<file path="src/rtl/rr_switch_arbiter_pkg.sv">
// Shared definitions for the round-robin switch arbiter: FSM encodings and flit layout helpers.
package rr_switch_arbiter_pkg;

    typedef logic [0:0] arb_state_t;

    localparam arb_state_t ST_IDLE = 1'b0;
    localparam arb_state_t ST_SEND = 1'b1;

    function automatic int flit_width(input int data_size, input int addr_size);
        return data_size + addr_size + 1;
    endfunction

    function automatic int tail_bit(input int data_size, input int addr_size);
        return data_size + addr_size;
    endfunction

endpackage

</file>
<file path="src/rtl/rr_switch_arbiter_picker.sv">
// Combinational round-robin picker: chooses the first requester after last_ptr, with wrap.
module rr_picker #(
    parameter int N  = 5,
    parameter int PW = (N > 1) ? $clog2(N) : 1
) (
    input  logic [N-1:0]  req,
    input  logic [PW-1:0] last_ptr,
    output logic [N-1:0]  grant_next,
    output logic [PW-1:0] grant_idx,
    output logic          valid
);

    logic [PW:0]  shift_s;
    logic [N-1:0] rot_s;
    logic [N-1:0] rot_oh_s;
    logic         found_s;

    // Rotate so that bit 0 is the port right after the previous owner.
    assign shift_s = {1'b0, last_ptr} + {{PW{1'b0}}, 1'b1};
    assign rot_s   = N'({req, req} >> shift_s);

    // Lowest set bit of the rotated vector wins.
    always_comb begin
        rot_oh_s = '0;
        found_s  = 1'b0;
        for (int k = 0; k < N; k++) begin
            rot_oh_s[k] = rot_s[k] & ~found_s;
            found_s     = found_s | rot_s[k];
        end
    end

    assign grant_next = N'(({rot_oh_s, rot_oh_s} << shift_s) >> N);
    assign valid      = found_s;

    // One-hot grant to binary index.
    always_comb begin
        grant_idx = '0;
        for (int j = 0; j < N; j++) begin
            grant_idx = grant_idx | (grant_next[j] ? PW'(j) : '0);
        end
    end

endmodule

</file>
<file path="src/rtl/rr_switch_arbiter.sv">
// Round-robin output-link arbiter: one packet at a time from PORTS_NUM+1 input FIFOs to a downstream buffer.
module rr_switch_arbiter
    import rr_switch_arbiter_pkg::*;
#(
    parameter int DATA_SIZE = 4,
    parameter int ADDR_SIZE = 1,
    parameter int PORTS_NUM = 4,
    parameter int PKT_MAX   = 8
) (
    input  logic                                                 clk,
    input  logic                                                 a_rst,
    input  logic [PORTS_NUM:0]                                   req,
    input  logic [(DATA_SIZE+ADDR_SIZE+1)*(PORTS_NUM+1)-1:0]     data_i,
    input  logic                                                 is_full,
    output logic [PORTS_NUM:0]                                   rd_req,
    output logic                                                 wr_req,
    output logic [DATA_SIZE+ADDR_SIZE:0]                         data_o,
    output logic [PORTS_NUM:0]                                   grant,
    output logic                                                 pkt_err
);

    localparam int NP = PORTS_NUM + 1;
    localparam int PW = (NP > 1) ? $clog2(NP) : 1;
    localparam int CW = $clog2(PKT_MAX + 1);
    localparam int FW = flit_width(DATA_SIZE, ADDR_SIZE);
    localparam int TB = tail_bit(DATA_SIZE, ADDR_SIZE);

    localparam logic [CW-1:0] CNT_LAST = CW'(PKT_MAX - 1);
    localparam logic [PW-1:0] PTR_RST  = PW'(PORTS_NUM);

    arb_state_t     state_r, state_n;
    logic [NP-1:0]  grant_r, grant_n;
    logic [PW-1:0]  gidx_r, gidx_n;
    logic [PW-1:0]  last_ptr_r, last_ptr_n;
    logic [CW-1:0]  flit_cnt_r, flit_cnt_n;
    logic           pkt_err_r, pkt_err_n;

    logic [NP-1:0]  pick_grant_s;
    logic [PW-1:0]  pick_idx_s;
    logic           pick_valid_s;
    logic [FW-1:0]  head_s;
    logic           req_g_s;
    logic           sel_s;
    logic           send_s;
    logic           xfer_s;
    logic           tail_s;
    logic           release_s;

    rr_picker #(
        .N  (NP),
        .PW (PW)
    ) u_picker (
        .req        (req),
        .last_ptr   (last_ptr_r),
        .grant_next (pick_grant_s),
        .grant_idx  (pick_idx_s),
        .valid      (pick_valid_s)
    );

    // Select the granted port's head flit and request line.
    always_comb begin
        head_s  = '0;
        req_g_s = 1'b0;
        sel_s   = 1'b0;
        for (int i = 0; i < NP; i++) begin
            sel_s   = (gidx_r == PW'(i));
            head_s  = head_s | (data_i[i*FW +: FW] & {FW{sel_s}});
            req_g_s = req_g_s | (req[i] & sel_s);
        end
    end

    assign send_s    = (state_r == ST_SEND);
    assign xfer_s    = send_s & req_g_s & ~is_full;
    assign tail_s    = head_s[TB];
    assign release_s = xfer_s & (tail_s | (flit_cnt_r == CNT_LAST));

    assign rd_req  = grant_r & {NP{xfer_s}};
    assign wr_req  = xfer_s;
    assign data_o  = send_s ? head_s : '0;
    assign grant   = grant_r;
    assign pkt_err = pkt_err_r;

    // Next-state logic: pick an owner in IDLE, count flits and release in SEND.
    always_comb begin
        state_n    = state_r;
        grant_n    = grant_r;
        gidx_n     = gidx_r;
        last_ptr_n = last_ptr_r;
        flit_cnt_n = flit_cnt_r;
        pkt_err_n  = 1'b0;
        case (state_r)
            ST_IDLE: begin
                if (pick_valid_s) begin
                    state_n    = ST_SEND;
                    grant_n    = pick_grant_s;
                    gidx_n     = pick_idx_s;
                    flit_cnt_n = '0;
                end else begin
                    state_n = ST_IDLE;
                    grant_n = '0;
                end
            end
            ST_SEND: begin
                if (release_s) begin
                    state_n    = ST_IDLE;
                    grant_n    = '0;
                    last_ptr_n = gidx_r;
                    flit_cnt_n = '0;
                    pkt_err_n  = ~tail_s;
                end else if (xfer_s) begin
                    flit_cnt_n = flit_cnt_r + CW'(1);
                end else begin
                    flit_cnt_n = flit_cnt_r;
                end
            end
            default: begin
                state_n    = ST_IDLE;
                grant_n    = '0;
                flit_cnt_n = '0;
            end
        endcase
    end

    // State registers; reset leaves last_ptr at the top port so port 0 wins first.
    always_ff @(posedge clk or negedge a_rst) begin
        if (!a_rst) begin
            state_r    <= ST_IDLE;
            grant_r    <= '0;
            gidx_r     <= '0;
            last_ptr_r <= PTR_RST;
            flit_cnt_r <= '0;
            pkt_err_r  <= 1'b0;
        end else begin
            state_r    <= state_n;
            grant_r    <= grant_n;
            gidx_r     <= gidx_n;
            last_ptr_r <= last_ptr_n;
            flit_cnt_r <= flit_cnt_n;
            pkt_err_r  <= pkt_err_n;
        end
    end

endmodule
</file>
<file path="config.mk">
export PLATFORM = sky130hd
export DESIGN_NAME = rr_switch_arbiter
export DESIGN_NICKNAME = d
export VERILOG_FILES = /design/src/rtl/rr_switch_arbiter_pkg.sv /design/src/rtl/rr_switch_arbiter_picker.sv /design/src/rtl/rr_switch_arbiter.sv
export SDC_FILE = /design/constraint.sdc
export NUM_CORES = 1
export LEC_CHECK = 0
export CAP_MARGIN = 40
export CELL_PAD_IN_SITES_DETAIL_PLACEMENT = 0
export CELL_PAD_IN_SITES_GLOBAL_PLACEMENT = 1
export CORE_ASPECT_RATIO = 1.2
export CORE_MARGIN = 4
export CORE_UTILIZATION = 37
export CTS_BUF_LIST = sky130_fd_sc_hd__clkbuf_8
export DETAILED_ROUTE_END_ITERATION = 8
export HOLD_SLACK_MARGIN = 0.06
export PLACE_DENSITY_LB_ADDON = 0.25
export RECOVER_POWER = 25
export SKIP_CTS_REPAIR_TIMING = 1
export SYNTH_ARGS = -nofsm -noshare
export SYNTH_HDL_FRONTEND = slang
export SYNTH_HIERARCHICAL = 1
export SYNTH_SLANG_ARGS = --single-unit
</file>
<file path="constraint.sdc">
create_clock -name clk -period 3.3 [get_ports clk]
set_input_delay 0.66 -clock clk [delete_from_list [all_inputs] [get_ports clk]]
set_output_delay 0.66 -clock clk [all_outputs]
set_load 0.05 [all_outputs]
</file>
Word level (Yosys, flattened, before mapping):

Index checks and enable logic that the tools add are counted.

* register bits after elaboration: 17
* bits of input ports: 38
* output and inout port bits: 18

* $add $sub $neg: 2
* equal/unequal tests: 8
* shift operators: 2
* muxes and demuxes: 17
* bitwise logic cells: 41
* reductions and logical operators: 4

Operators by type and width (count)
* AND 6 bit: 5
* OR 6 bit: 4
* AND 1 bit: 12
* 2-to-1 mux 4 bit: 3
* 2-to-1 mux 5 bit: 2
* one-hot mux 5 bit (2 select lines): 1
* << shifter 10 x 4 -> 10 bit: 1
* right shift 10 x 4 -> 5 bit: 1
* OR 1 bit: 9
* one-hot mux 4 bit (2 select lines): 1
* NOT 1 bit: 7
* equality test 3 x 2 -> 1 bit (second input constant): 2
* 2-to-1 mux 6 bit: 1
* AND reduction 2 bit: 3
* AND 5 bit: 1
* 2-to-1 mux 1 bit: 5
* adder 3 x 1 -> 4 bit (second input constant): 1
* adder 4 x 1 -> 4 bit (second input constant): 1
* equality test 4 x 3 -> 1 bit (second input constant): 1
* 2-to-1 mux 2 bit: 2
* equality test 3 x 1 -> 1 bit (second input constant): 1
* equality test 3 bit (second input constant): 1
* zero test 3 bit: 1
* 2-to-1 mux 3 bit: 1
* 7 further kinds: 7

Logic depth before layout (Yosys ltp):

Gate-level depths: netlist of the first run.

* word-level depth: 12
* mapped depth: 12
* depth with buffers taken out: 8

Hierarchy:

The synthesis of the first run kept the hierarchy.

By module, submodules not included
* rr_switch_arbiter: times used 1, cells each 99, area each 1102.3 µm²
* rr_picker: times used 1, cells each 114, area each 847.1 µm²

Worst setup path before layout of the first run:

Ideal clock, no wire load.

* path type: input-to-reg
* start: input port req[2]
* end: register state_r (netlist: send_s)
* library setup time: 0.127 ns
* arrival time: 2.844 ns
* data required time: 3.173 ns
* setup slack: 0.329 ns
* cell stages on the path: 8
* cell sequence: clkbuf_2 > mux2_1 > or3_1 > and3_1 > or4b_2 > nor2b_1 > clkbuf_1 > or2_2

* elaborated cells between the ends (all ways): 15

RTL lines
* start, declared: line rr_switch_arbiter.sv:12 `input logic [PORTS_NUM:0] req,`
* right shift 10 x 4 -> 5 bit *: line rr_switch_arbiter_picker.sv:20 `assign rot_s = N'({req, req} >> shift_s);`
* OR 1 bit (3 in a row): line rr_switch_arbiter_picker.sv:28 `found_s = found_s | rot_s[k];`
* OR 1 bit *: line rr_switch_arbiter_picker.sv:28
* named net pick_valid_s: line rr_switch_arbiter.sv:40 `logic pick_valid_s;`
* 2-to-1 mux 1 bit *: line rr_switch_arbiter.sv:93 `if (pick_valid_s) begin`
* one-hot mux 1 bit (2 select lines) *: line rr_switch_arbiter.sv:91 `case (state_r)`
* named net state_n: line rr_switch_arbiter.sv:31 `arb_state_t state_r, state_n;`
* end signal, assigned: line rr_switch_arbiter.sv:134 `state_r <= state_n;`
* end, declared: line rr_switch_arbiter.sv:31

Mark *: on every way through the listed nets, which the timed path passes. The rest lies on a longest branch.
A chain may end at the register's enable or synchronous reset.

Worst setup path in the final report of the first run:

* start: input port req[1]
* end: output port rd_req[4]

* word-level cells in the longest chain between the ends: 8

RTL lines
* AND 1 bit: line rr_switch_arbiter.sv:68 `req_g_s = req_g_s | (req[i] & sel_s);`
* OR 1 bit (4 in a row): line rr_switch_arbiter.sv:68
* AND 1 bit (2 in a row): line rr_switch_arbiter.sv:73 `assign xfer_s = send_s & req_g_s & ~is_full;`
* AND 5 bit: line rr_switch_arbiter.sv:77 `assign rd_req = grant_r & {NP{xfer_s}};`
* end, declared: line rr_switch_arbiter.sv:15 `output logic [PORTS_NUM:0] rd_req,`

No other way between the ends.

==> results of run 1 <==
## cell type report
cell class	instances	area (µm²)	share of cell area [%]
multi-input combinational	171	1380	50.7
timing repair buffer	75	771	28.3
sequential	17	427	15.7
tap	60	75.1	2.76
clock buffer	3	41.3	1.52
inverter	6	22.5	0.827
clock inverter	1	5.00	0.184
## how the worst max path moves through the flow
stage               startpoint       endpoint  slack (ps)  cells after the start
finish                  req[1]      rd_req[4]         120                      6
global route            req[1]      rd_req[0]          10                      6
CTS                     req[1]      rd_req[4]           4                      6
detailed placement      req[4]  flit_cnt_r[2]        -110                      8
global placement        req[4]  flit_cnt_r[2]          -7                      8
floorplan               req[2]         send_s         330                      8
## cells in the final DEF, fill, tap and decap left out, types with 3 or more instances in the layout
| cell type | count |
|---|---|
| mux2i_1 | 11 |
| mux4_2 | 5 |
| nor2b_1 | 5 |
| a22oi_1 | 3 |
| nand3_1 | 13 |
| a2bb2oi_1 | 3 |
| inv_1 | 6 |
| nand3b_1 | 7 |
| nor3b_1 | 3 |
| a22o_1 | 5 |
| nand2b_1 | 7 |
| buf_4 | 20 |
| nand2_1 | 4 |
| clkbuf_8 | 3 |
| dfrtp_1 | 16 |
| o21ai_0 | 3 |
| nor2_1 | 11 |
| buf_12 | 7 |
| a21oi_1 | 9 |
| nand4_1 | 3 |
| and2_1 | 9 |
| clkdlybuf4s50_1 | 47 |
| mux2_2 | 8 |
| and3_1 | 5 |
| nor3_1 | 4 |
## worst max-delay path, delay by kind of cell
family,cells,cell delay (ps)
simple gates,2,610
buf+inv,2,760
compound gates,1,350
mux,1,120
## per-stage QoR
stage	instance area [µm²]	hold slack [ps]	setup slack, ps	power, mW	setup TNS [ps]
floorplan	1950	364	329	2.09	0
global placement	2680	502	-6.55	2.66	-6.58
detailed placement	2680	502	-114	2.68	-503
CTS	2720	522	4.18	2.83	0
global route	2720	542	13.2	3.06	0
finish	2720	521	123	2.82	0
## logic make-up (layout without fill, tap and decap cells)
kind of cell	Yosys count	after routing	share of synthesized area (%)
and+or+nand+nor	84	84	25.6
AOI/OAI and AO/OA	55	55	24.5
muxes	27	27	18.1
buffers and inverters	25	85	7.25
DFF	17	17	21.9
xor gates and xnor gates	3	3	1.35
adders and majority gates	2	2	1.28
## Yosys cell counts (4+ instances only)
master,instances,area share (%)
nand3b_1,7,2.7
nand2_1,4,0.77
mux2i_1,11,5.6
mux4_2,5,5.8
nand2b_1,7,2.2
buf_4,5,1.9
nor2_1,11,2.1
clkbuf_1,6,1.2
mux2_2,8,4.6
and2_1,9,2.9
nor3_1,4,1.0
dfrtp_1,16,21
a21oi_1,9,2.3
nor2b_1,5,1.6
nand3_1,13,3.3
and3_1,5,1.6
inv_1,6,1.2
a22o_1,5,2.2
## metal layers
metal,share of wire [%],vias up,GRT usage [%]
met3,6.9,0,2.31
met1,42,885,21.7
met2,51,60,30.0
met5,0,-,0
li1,-,932,-
met4,0,0,1.62
## flip-flops by register name (all words and copies together) (netlist names)
signal / flops
flit_cnt_r: 4
gidx_r: 3
grant: 5
send_s: 1
pkt_err: 1
last_ptr_r: 3
## report_power, final
part / leakage, nW / switching [mW] / internal (mW)
logic: 0.834 / 1.18 / 1.00
registers: 0.207 / 0.192 / 0.297
clock network: 0.0255 / 0.0681 / 0.0836
==> summary.txt, run 1 <==
Worst setup path
  • Worst path slowest cell: clkdlybuf4s50_1
  • Worst Path Max Fanout: 7
  • Critical path, cell by cell: clkdlybuf4s50_1 > mux2i_1 > or3_4 > a311oi_4 > and2_1 > buf_12
  • Reg-to-reg startpoint: last_ptr_r[0]
  • Startpoint types: input pin
  • R2r worst-path depth: 7
  • CP Class: input pin to output pin
  • Reg2Reg Setup Slack: 360 ps
  • Worst r2r dst: flit_cnt_r[2]
  • Largest stage delay, worst path: 610 ps
  • WP data arrival: 2520 ps
  • Crit end category: output pin
  • CP Data Required Time: 2640 ps

Placed design
  • Detail Placement HPWL: 4130 µm
  • Routability Congestion: 0.853
  • Inst Count DP: 329
  • Port Buffer Count: 55

Timing
  • Clock skew: 6.97 ps
  • Final Hold Fails: 0
  • RSZ-0062 raised after global routing: false
  • Max Freq: 315 MHz
  • Final period util: 96.3%
  • Tmin final: 3180 ps
  • Max_slew headroom: 48.4%
  • Fin. max-slew vios: 0
  • Final setup vio count: 0
  • Tightest Pin Transition: 773 ps

Floorplan
  • Core region area: 0.00501 mm²
  • Initial Utilization: 38.9%
  • Die Wd: 74.3 µm
  • Die area: 0.00650 mm²
  • Boundary Pins: 56
  • Die height: 87.5 µm
  • FP Rows: 28

Drt
  • Initial drt markers: 101
  • Vias post-DR: 1877
  • TritonRoute pass-1 iters: 4
  • Routed WL per cell: 15.9 µm
  • Via-to-Cell Ratio: 5.64
  • Antenna-violating nets left: 0
  • DRC: 0
  • Final WL: 5300 µm

Final layout
  • Share of cells above drive strength 1: 22.3%
  • ANT cells: 0
  • Final Non-Filler Cells: 333
  • Fin util: 54.3%
  • Area growth syn-to-layout: 39.7%
  • Final nets: 314
  • Fillers: 478

Synth
  • Synthesis Warnings: 6
  • #FFs+latches synth: 17
  • Synth Cell Area: 0.00195 mm²
  • Library cells used by synthesis: 67
  • Async SR Flop Fraction: 100%
  • Post-synth top flop: dfrtp_1
  • Syn Area/Cell: 9.15 µm²
  • Cell count after synthesis: 213
  • Post-Syn Nets: 253
  • Seq/Total Area, Yosys: 21.9%
  • Number of synthesized flops with an enable pin: 0

GRT
  • Initial antenna violation count: 0
  • First-pass GRT wire length: 8840 µm
  • All-Layer GR Usage: 16.6%
  • Vias in the first global route: 1836
  • Grt ovf: 0
  • Pin count of the biggest net entering global routing: 21

Status
  • Status: completed

Clock network
  • Clock buffer depth: 2
  • Clk Latency, worst-skew pair: 250 ps
  • CTS tree: yes
  • CTS Sinks: 17
  • Worst-path clk slew: 70 ps
  • TritonCTS Buffers: 3
  • Clock root cell: clkbuf_8
  • H-tree levels: 1

Worst hold path
  • Worst hold path cell count: 1
  • Hold Path Sink: flit_cnt_r[1]
  • HP Start: flit_cnt_r[1]
  • Worst hold-check path type: flip-flop to flip-flop

Power
  • Leak: 1.07 nW
  • Power per cell area: 1040 mW/mm²
  • Maximum vdd ir drop: 492 µV

Flow run
  • Maxcap violations: 0
(Power assumes the default switching activity.)
==> run 2: changes to the inputs <==
--- a/config.mk
+++ b/config.mk
@@ -12,8 +12,9 @@
 export CORE_MARGIN = 4
 export CORE_UTILIZATION = 37
 export CTS_BUF_LIST = sky130_fd_sc_hd__clkbuf_8
+export CTS_CLUSTER_SIZE = 28
 export DETAILED_ROUTE_END_ITERATION = 8
-export HOLD_SLACK_MARGIN = 0.06
+export HOLD_SLACK_MARGIN = 0.12
 export PLACE_DENSITY_LB_ADDON = 0.25
 export RECOVER_POWER = 25
 export SKIP_CTS_REPAIR_TIMING = 1
==> results of run 2 <==
The final DEF is identical to that of run 1; final timing and power are the same.
